File: src/rtl/id_ex_stage.sv
// ID/EX pipeline stage: 2-entry skid buffer between decode and the ALU.
// Operand forwarding and function-code legality are resolved once, at accept.
module id_ex_stage (
    input  logic        clk,
    input  logic        rst,
    input  logic        in_valid,
    output logic        in_ready,
    input  logic [31:0] rs1_data,
    input  logic [31:0] rs2_data,
    input  logic [31:0] imm,
    input  logic [4:0]  rs1_addr,
    input  logic [4:0]  rs2_addr,
    input  logic [4:0]  rd_addr,
    input  logic        alu_src_imm,
    input  logic [3:0]  alu_ctrl_in,
    input  logic        reg_write_in,
    input  logic        flush,
    input  logic        exmem_reg_write,
    input  logic        memwb_reg_write,
    input  logic [4:0]  exmem_rd,
    input  logic [4:0]  memwb_rd,
    input  logic [31:0] exmem_result,
    input  logic [31:0] memwb_result,
    output logic        out_valid,
    input  logic        out_ready,
    output logic [31:0] in1,
    output logic [31:0] in2,
    output logic [3:0]  alu_ctrl,
    output logic [4:0]  rd_out,
    output logic        reg_write_out,
    output logic        ill_op
);

    typedef enum logic [1:0] {ST_EMPTY, ST_ONE, ST_TWO} state_t;

    typedef struct packed {
        logic [31:0] in1;
        logic [31:0] in2;
        logic [3:0]  alu_ctrl;
        logic [4:0]  rd;
        logic        reg_write;
        logic        ill_op;
    } entry_t;

    state_t      r_state;
    logic        r_in_ready;
    logic        r_out_valid;
    entry_t      r_head;
    entry_t      r_tail;

    state_t      w_next_state;
    logic        w_accept;
    logic        w_consume;
    logic        w_load_head;
    logic        w_load_tail;
    logic        w_promote;
    logic        w_illegal;
    logic [31:0] w_rs1_fwd;
    logic [31:0] w_rs2_fwd;
    entry_t      w_new;

    assign w_accept  = in_valid && r_in_ready;
    assign w_consume = r_out_valid && out_ready;

    // EX/MEM wins over MEM/WB; x0 is hard-wired zero and never forwarded.
    always_comb begin
        w_rs1_fwd = rs1_data;
        if (exmem_reg_write && (exmem_rd == rs1_addr) && (rs1_addr != 5'd0))
            w_rs1_fwd = exmem_result;
        else if (memwb_reg_write && (memwb_rd == rs1_addr) && (rs1_addr != 5'd0))
            w_rs1_fwd = memwb_result;

        w_rs2_fwd = rs2_data;
        if (exmem_reg_write && (exmem_rd == rs2_addr) && (rs2_addr != 5'd0))
            w_rs2_fwd = exmem_result;
        else if (memwb_reg_write && (memwb_rd == rs2_addr) && (rs2_addr != 5'd0))
            w_rs2_fwd = memwb_result;
    end

    assign w_illegal       = (alu_ctrl_in > 4'd8);
    assign w_new.in1       = w_rs1_fwd;
    assign w_new.in2       = alu_src_imm ? imm : w_rs2_fwd;
    assign w_new.alu_ctrl  = w_illegal ? 4'd0 : alu_ctrl_in;
    assign w_new.rd        = rd_addr;
    assign w_new.reg_write = reg_write_in && !w_illegal;
    assign w_new.ill_op    = w_illegal;

    // NOTE: every signal written here gets a default first, so no latch is inferred.
    always_comb begin
        w_next_state = r_state;
        w_load_head  = 1'b0;
        w_load_tail  = 1'b0;
        w_promote    = 1'b0;
        if (flush) begin
            w_next_state = ST_EMPTY;
        end else begin
            unique case (r_state)
                ST_EMPTY: begin
                    if (w_accept) begin
                        w_next_state = ST_ONE;
                        w_load_head  = 1'b1;
                    end
                end
                ST_ONE: begin
                    if (w_accept && w_consume) begin
                        w_load_head = 1'b1;
                    end else if (w_accept) begin
                        w_next_state = ST_TWO;
                        w_load_tail  = 1'b1;
                    end else if (w_consume) begin
                        w_next_state = ST_EMPTY;
                    end
                end
                ST_TWO: begin
                    if (w_consume) begin
                        w_next_state = ST_ONE;
                        w_promote    = 1'b1;
                    end
                end
                default: w_next_state = ST_EMPTY;
            endcase
        end
    end

    // NOTE: sequential state uses non-blocking assignments so every flop sees pre-edge values.
    always_ff @(posedge clk) begin
        if (rst) begin
            r_state     <= ST_EMPTY;
            r_in_ready  <= 1'b0;
            r_out_valid <= 1'b0;
            r_head      <= '0;
        end else begin
            r_state     <= w_next_state;
            r_in_ready  <= (w_next_state != ST_TWO);
            r_out_valid <= (w_next_state != ST_EMPTY);
            if (w_load_head)
                r_head <= w_new;
            else if (w_promote)
                r_head <= r_tail;
        end
    end

    // NOTE: the tail payload has no reset; it is only ever read after being loaded.
    always_ff @(posedge clk) begin
        if (w_load_tail)
            r_tail <= w_new;
    end

    assign in_ready      = r_in_ready;
    assign out_valid     = r_out_valid;
    assign in1           = r_head.in1;
    assign in2           = r_head.in2;
    assign alu_ctrl      = r_head.alu_ctrl;
    assign rd_out        = r_head.rd;
    assign reg_write_out = r_head.reg_write;
    assign ill_op        = r_head.ill_op;

endmodule

File: config.mk
export PLATFORM = sky130hd
export DESIGN_NAME = id_ex_stage
export DESIGN_NICKNAME = d
export VERILOG_FILES = /design/src/rtl/id_ex_stage.sv
export SDC_FILE = /design/constraint.sdc
export NUM_CORES = 1
export LEC_CHECK = 0
export CAP_MARGIN = 20
export CORE_ASPECT_RATIO = 1.75
export CORE_MARGIN = 2
export CORE_UTILIZATION = 42
export DETAILED_ROUTE_END_ITERATION = 8
export PLACE_DENSITY = 0.77
export SLEW_MARGIN = 20
export SYNTH_ARGS = -nofsm -noshare
export SYNTH_HDL_FRONTEND = slang
export SYNTH_SLANG_ARGS = --single-unit
File: constraint.sdc
create_clock -name clk -period 8 [get_ports clk]
set_clock_uncertainty 0.1 [all_clocks]
set_input_delay 1.6 -clock clk [delete_from_list [all_inputs] [get_ports clk]]
set_output_delay 1.6 -clock clk [all_outputs]
set_load 0.01 [all_outputs]
Yosys cells after proc, flatten, opt, wreduce, memory -nomap -nowiden
Index checks and enable logic that the tools add are counted.
{"block": "word_totals", "register_bits": 154, "input_bits": 198, "out_inout_bits": 77}
{"block": "op_classes", "order_cmp": 1, "eq_ne": 7, "muxes": 25, "reduce_logical": 18}
{"op": "2-to-1 mux 32 bit", "n": 5}
{"op": "2-to-1 mux 75 bit", "n": 2}
{"op": "== test 5 bit", "n": 4}
{"op": "logical AND 1 bit", "n": 12}
{"op": "2-to-1 mux 2 bit", "n": 6}
{"op": "nonzero test 5 bit", "n": 2}
{"op": "2-to-1 mux 1 bit", "n": 9}
{"op": "case mux 2 bit (3 select lines)", "n": 1}
{"op": "> comparator 4 bit (second input constant)", "n": 1}
{"op": "2-to-1 mux 4 bit", "n": 1}
{"op": "nonzero test 2 bit", "n": 2}
{"op": "== test 2 x 1 -> 1 bit (second input constant)", "n": 1}
{"op": "== test 2 bit (second input constant)", "n": 1}
{"op": "logical NOT 2 bit", "n": 1}
{"op": "inequality test 2 bit (second input constant)", "n": 1}
{"op": "case mux 1 bit (2 select lines)", "n": 1}
{"op": "logical NOT 1 bit", "n": 1}

Depth between registers and ports, before layout
{"block": "logic_depth", "word_depth": 7, "depth_mapped": 8, "ltp_nobuf": 5}

Least setup slack after synthesis
Ideal clock, no wire load.
{"block": "synth_timing", "kind": "input to register", "start": "input out_ready", "end": "register r_tail[0] (netlist bit) (enable)", "setup_time_ns": 0.601, "arrival_ns": 6.924, "required_time_ns": 7.299, "slack_ns": 0.375, "cell_stages": 2, "cell_sequence": "a21bo_2 > nor3_1"}
{"block": "synth_between", "elab_chain_len": 5}
{"item": "from (decl)", "line": "25", "text": "input logic out_ready,"}
{"item": "logical AND 1 bit", "line": "63", "text": "assign w_consume = r_out_valid && out_ready;"}
{"item": "logical AND 1 bit", "line": "105", "text": "if (w_accept && w_consume) begin"}
{"item": "2-to-1 mux 1 bit", "line": "105"}
{"item": "2-to-1 mux 1 bit", "line": "97", "text": "unique case (r_state)"}
{"item": "2-to-1 mux 1 bit", "line": "94", "text": "if (flush) begin"}
{"item": "net w_load_tail", "line": "55", "text": "logic w_load_tail;"}
{"item": "to (signal assigned)", "line": "146", "text": "r_tail <= w_new;"}
{"item": "to (decl)", "line": "49", "text": "entry_t r_tail;"}
The timed path passes the listed nets, and every way through them passes these cells.
A chain may end at the register's enable or synchronous reset.

Final worst setup path
{"block": "layout_timing", "start": "input rs1_addr[0]", "end": "register r_head, in the netlist in1[25]"}
{"block": "layout_between", "elab_chain_len": 6, "elab_cells_between_ends": 10, "classes_between": "2 x eq/ne; 3 x mux; 5 x reduce/logical"}
{"item": "from (decl)", "line": "11", "text": "input logic [4:0] rs1_addr,"}
{"item": "== test 5 bit", "line": "70", "text": "else if (memwb_reg_write && (memwb_rd == rs1_addr) && (rs1_addr != 5'd0))"}
{"item": "logical AND 1 bit (2 in series)", "line": "70"}
{"item": "2-to-1 mux 32 bit", "line": "70"}
{"item": "2-to-1 mux 32 bit (*)", "line": "68", "text": "if (exmem_reg_write && (exmem_rd == rs1_addr) && (rs1_addr != 5'd0))"}
{"item": "2-to-1 mux 75 bit (*)", "line": "136", "text": "if (w_load_head)"}
{"item": "to (signal assigned)", "line": "137", "text": "r_head <= w_new;"}
{"item": "to (signal assigned)", "line": "139", "text": "r_head <= r_tail;"}
{"item": "to (decl)", "line": "48", "text": "entry_t r_head;"}
Mark *: on every way between the ends. The rest lies on a longest branch, timed or not.

==> reports/qor.yml <==
status: "finished, final reports clean"
worst_pin_slew_ps: 1160
met1_usage_pct: 32.9
crit_fanout: 33
yosys.area_share.simple_pct: 14.5
clk_root_buffer_cell: "clkbuf_16"
cts_tree: "built"
wl_per_cell_um: 22.9
syn_inst: 856
yosysSeqAreaShare_pct: 46.7
hold_end: "alu_ctrl[2]"
fin_crit_sh_pct: 55.1
cp.arrival_ps: 4610
avgSynthCellArea_um2: 9.58
clk_transition_reported_paths_ps: 60
cp_slowest_stage_delay_ps: 720
start_util_pct: 42.7
cap_violations: 0
cellPowerDensity_nw_per_um2: 175
cts-hold-fix-buffers: 0
ys_warn_count: 0
grt_busiest_layer: "met2"
clockBufferDepth: 2
finalCriticalPeriod_ps: 4410
peakVddDrop_mv: 0.113
grt_util_met2_pct: 50.0
synth-compound-area-share_pct: 31.2
hold_path_depth: 2
fp-row-count: 67
cts.sinks: 154
dp_cells: 1299
crit_path_frequent_cell: "buf_4"
grt_overflow: 0
critical_path_class: "in2reg"
core_area_um2: 19200
setup_viol: 0
required_ps: 8210
io_buffer_count: 274
cts-resized-gates: 0
mostFrequentLayoutCells: "clkdlybuf4s50_1 (272), dfxtp_1 (79), nand2_1 (75), edfxtp_1 (75), nor2_1 (71)"
synth_adder_area_share_pct: 0
gr-usage-met3_pct: 6.75
fin_cells: 1334
synth_edf_count: 75
clk_latency_ps: 420
final_cell_area_um2: 11700
syn-cell-area_um2: 8200
min-delay-start: "alu_ctrl[2]"
synth_top_area_cell: "edfxtp_1"
synth_area_leaders: "edfxtp_1 (27%), dfxtp_1 (19%), a21boi_0 (5.6%)"
syn_nets: 1054
netlist.area_leader.share_pct: 27.5
grt_max_degree: 80
final_common_cell: "clkdlybuf4s50_1"
cts_setup_buffers: 0
place_hpwl_mm: 19.5
first_iter_violations: 631
layout_setup_ws_ps: 3590
async_reset_ff_share_pct: 0
wl_mm: 30.5
die-area_um2: 20700
finalHoldViolCount: 0
max_freq_mhz: 227
drive_gt1_share_pct: 6.06
power_mw: 2.04
antenna_found_initial: 4
cp-start-kind: "primary input"
regToRegSetupSlack_ps: 5000
vias: 8387
drt_drc_violations_left: 0
critPathCaptureType: "flop"
io_pins: 275
dp_slack_ps: 3230
tns_ps: 0
viasPerCell: 6.29
reg2reg_depth: 7
placed_area_um2: 11000
gp_congestion: 0.839
synthToLayoutAreaGrowth_pct: 42.2
rsz0062_at_grt: "no"
worst_path_max_delay_cell: "and2_1"
worstHoldPathType: "reg2reg"
regToRegEndpoint: "in2[0]"
r2r_start: "r_state[0]"
postRouteAntennaNets: 0
grt_pass1_vias: 8383
synthMuxAreaShare_pct: 0.641
ys.flop_type: "dfxtp_1"
drv_slew: 0
cp_num_buf_inv: 3
cts_made_buffers: 17
nets: 1275
relSlewSlack_pct: 22.4
dr.pass1.iters: 6
fp.dieH_um: 189
grtUsageTotal_pct: 29.0
power.leakage_nw: 3.90
synth_cell_types: 45
die_x_um: 110
ys_ff_latch: 154
h-tree-depth: 4
cp_cell_sequence: "clkdlybuf4s50_1 -> xor2_1 -> nor4_2 -> buf_4 -> and2_1 -> buf_4 -> a211oi_1 -> o32ai_1"
grt_pass1_wl_mm: 45.8
synthXorXnorAreaFrac_pct: 2.14
critical_path.top_delay_family: "buffers and inverters"
synth_top_family_by_area: "compound AO/OA/AOI/OAI gates"
## report_power, final
| part | total (mW) | internal, mW | switching, mW |
|---|---|---|---|
| Combinational | 0.324 | 0.169 | 0.154 |
| Sequential | 0.856 | 0.846 | 0.00963 |
| Clock | 0.862 | 0.528 | 0.335 |
## cell usage after synthesis, types with 2 or more instances
library cell  instances
buf_2                 7
nand2b_1              3
mux2_2                2
and3_1               30
mux2i_1               3
xnor2_1               7
xor2_1               13
a21oi_1              10
inv_1                 8
nor2b_1               4
edfxtp_1             75
nand3b_1             32
a311oi_1              2
and2_1                5
nor3_1                3
nand3_1               3
a21boi_0             61
buf_1                 4
clkbuf_1             70
nor2_1               73
o31ai_1              30
o21ai_0              33
a31oi_1              30
a22oi_1              40
o32ai_1              32
a31o_2                4
a2bb2oi_1            30
nor4_1                4
o211a_1               3
nand2_1              76
o311ai_1             30
a211oi_1             34
dfxtp_1              79
buf_6                 5
## kinds of logic after synthesis
logic type | after synthesis
AO/OA/AOI/OAI | 342
multiplexers | 5
flip-flops | 154
XOR/XNOR | 20
AND/OR/NAND/NOR | 241
buffers and inverters | 94
## per-layer routing
metal | wire length, µm | share of wire, % | vias to the layer above
met3 | 2590 | 8.5 | 91
met1 | 10900 | 36 | 4021
met5 | 0 | 0 | -
met4 | 1390 | 4.5 | 0
li1 | - | - | 3778
met2 | 15700 | 51 | 497
## flip-flops by register name, indices dropped and copies added (netlist names), 2 cells and up
signal and cells:
in2 32, in1 32, r_tail 75, alu_ctrl 4
rd_out 5, r_state 2
## stage by stage
step	util (%)	hold WS (ps)
CTS	60.7	357
finish	60.8	353
detailed placement	57.5	348
floorplan	-	364
global route	60.8	366
global placement	57.5	341
## worst register-to-register path: stages, from the launching register on
cell and delay, ps:
dfxtp_1 320, nand2b_1 180, nor3_2 700, buf_4 390
buf_4 570, mux2_2 420, nor2_1 90, a311oi_1 60
## worst max-delay path by stage
| stage | start | end | slack [ps] | cells after the start |
|---|---|---|---|---|
| final | rs1_addr[0] | in1[25] | 3590 | 8 |
| after global routing | rs1_addr[3] | r_tail[71] | 3460 | 8 |
| after CTS | rs1_addr[0] | in1[25] | 3650 | 8 |
| after detailed placement | rs1_addr[0] | in1[0] | 3230 | 8 |
| after global placement | rs1_addr[0] | in1[0] | 3290 | 8 |
| after floorplan | out_ready | r_tail[0] | 370 | 2 |
## final cells by class
| class | count | area [µm²] |
|---|---|---|
| fill | 1645 | 7530 |
| timing repair buffer | 288 | 2840 |
| clock buffer | 19 | 443 |
| clock inverter | 12 | 174 |
| multi-input combinational | 608 | 4040 |
| inverter | 8 | 30.0 |
| tap | 241 | 302 |
| sequential | 154 | 3830 |
| antenna | 4 | 10.0 |
Power figures use the tool's default switching activity.
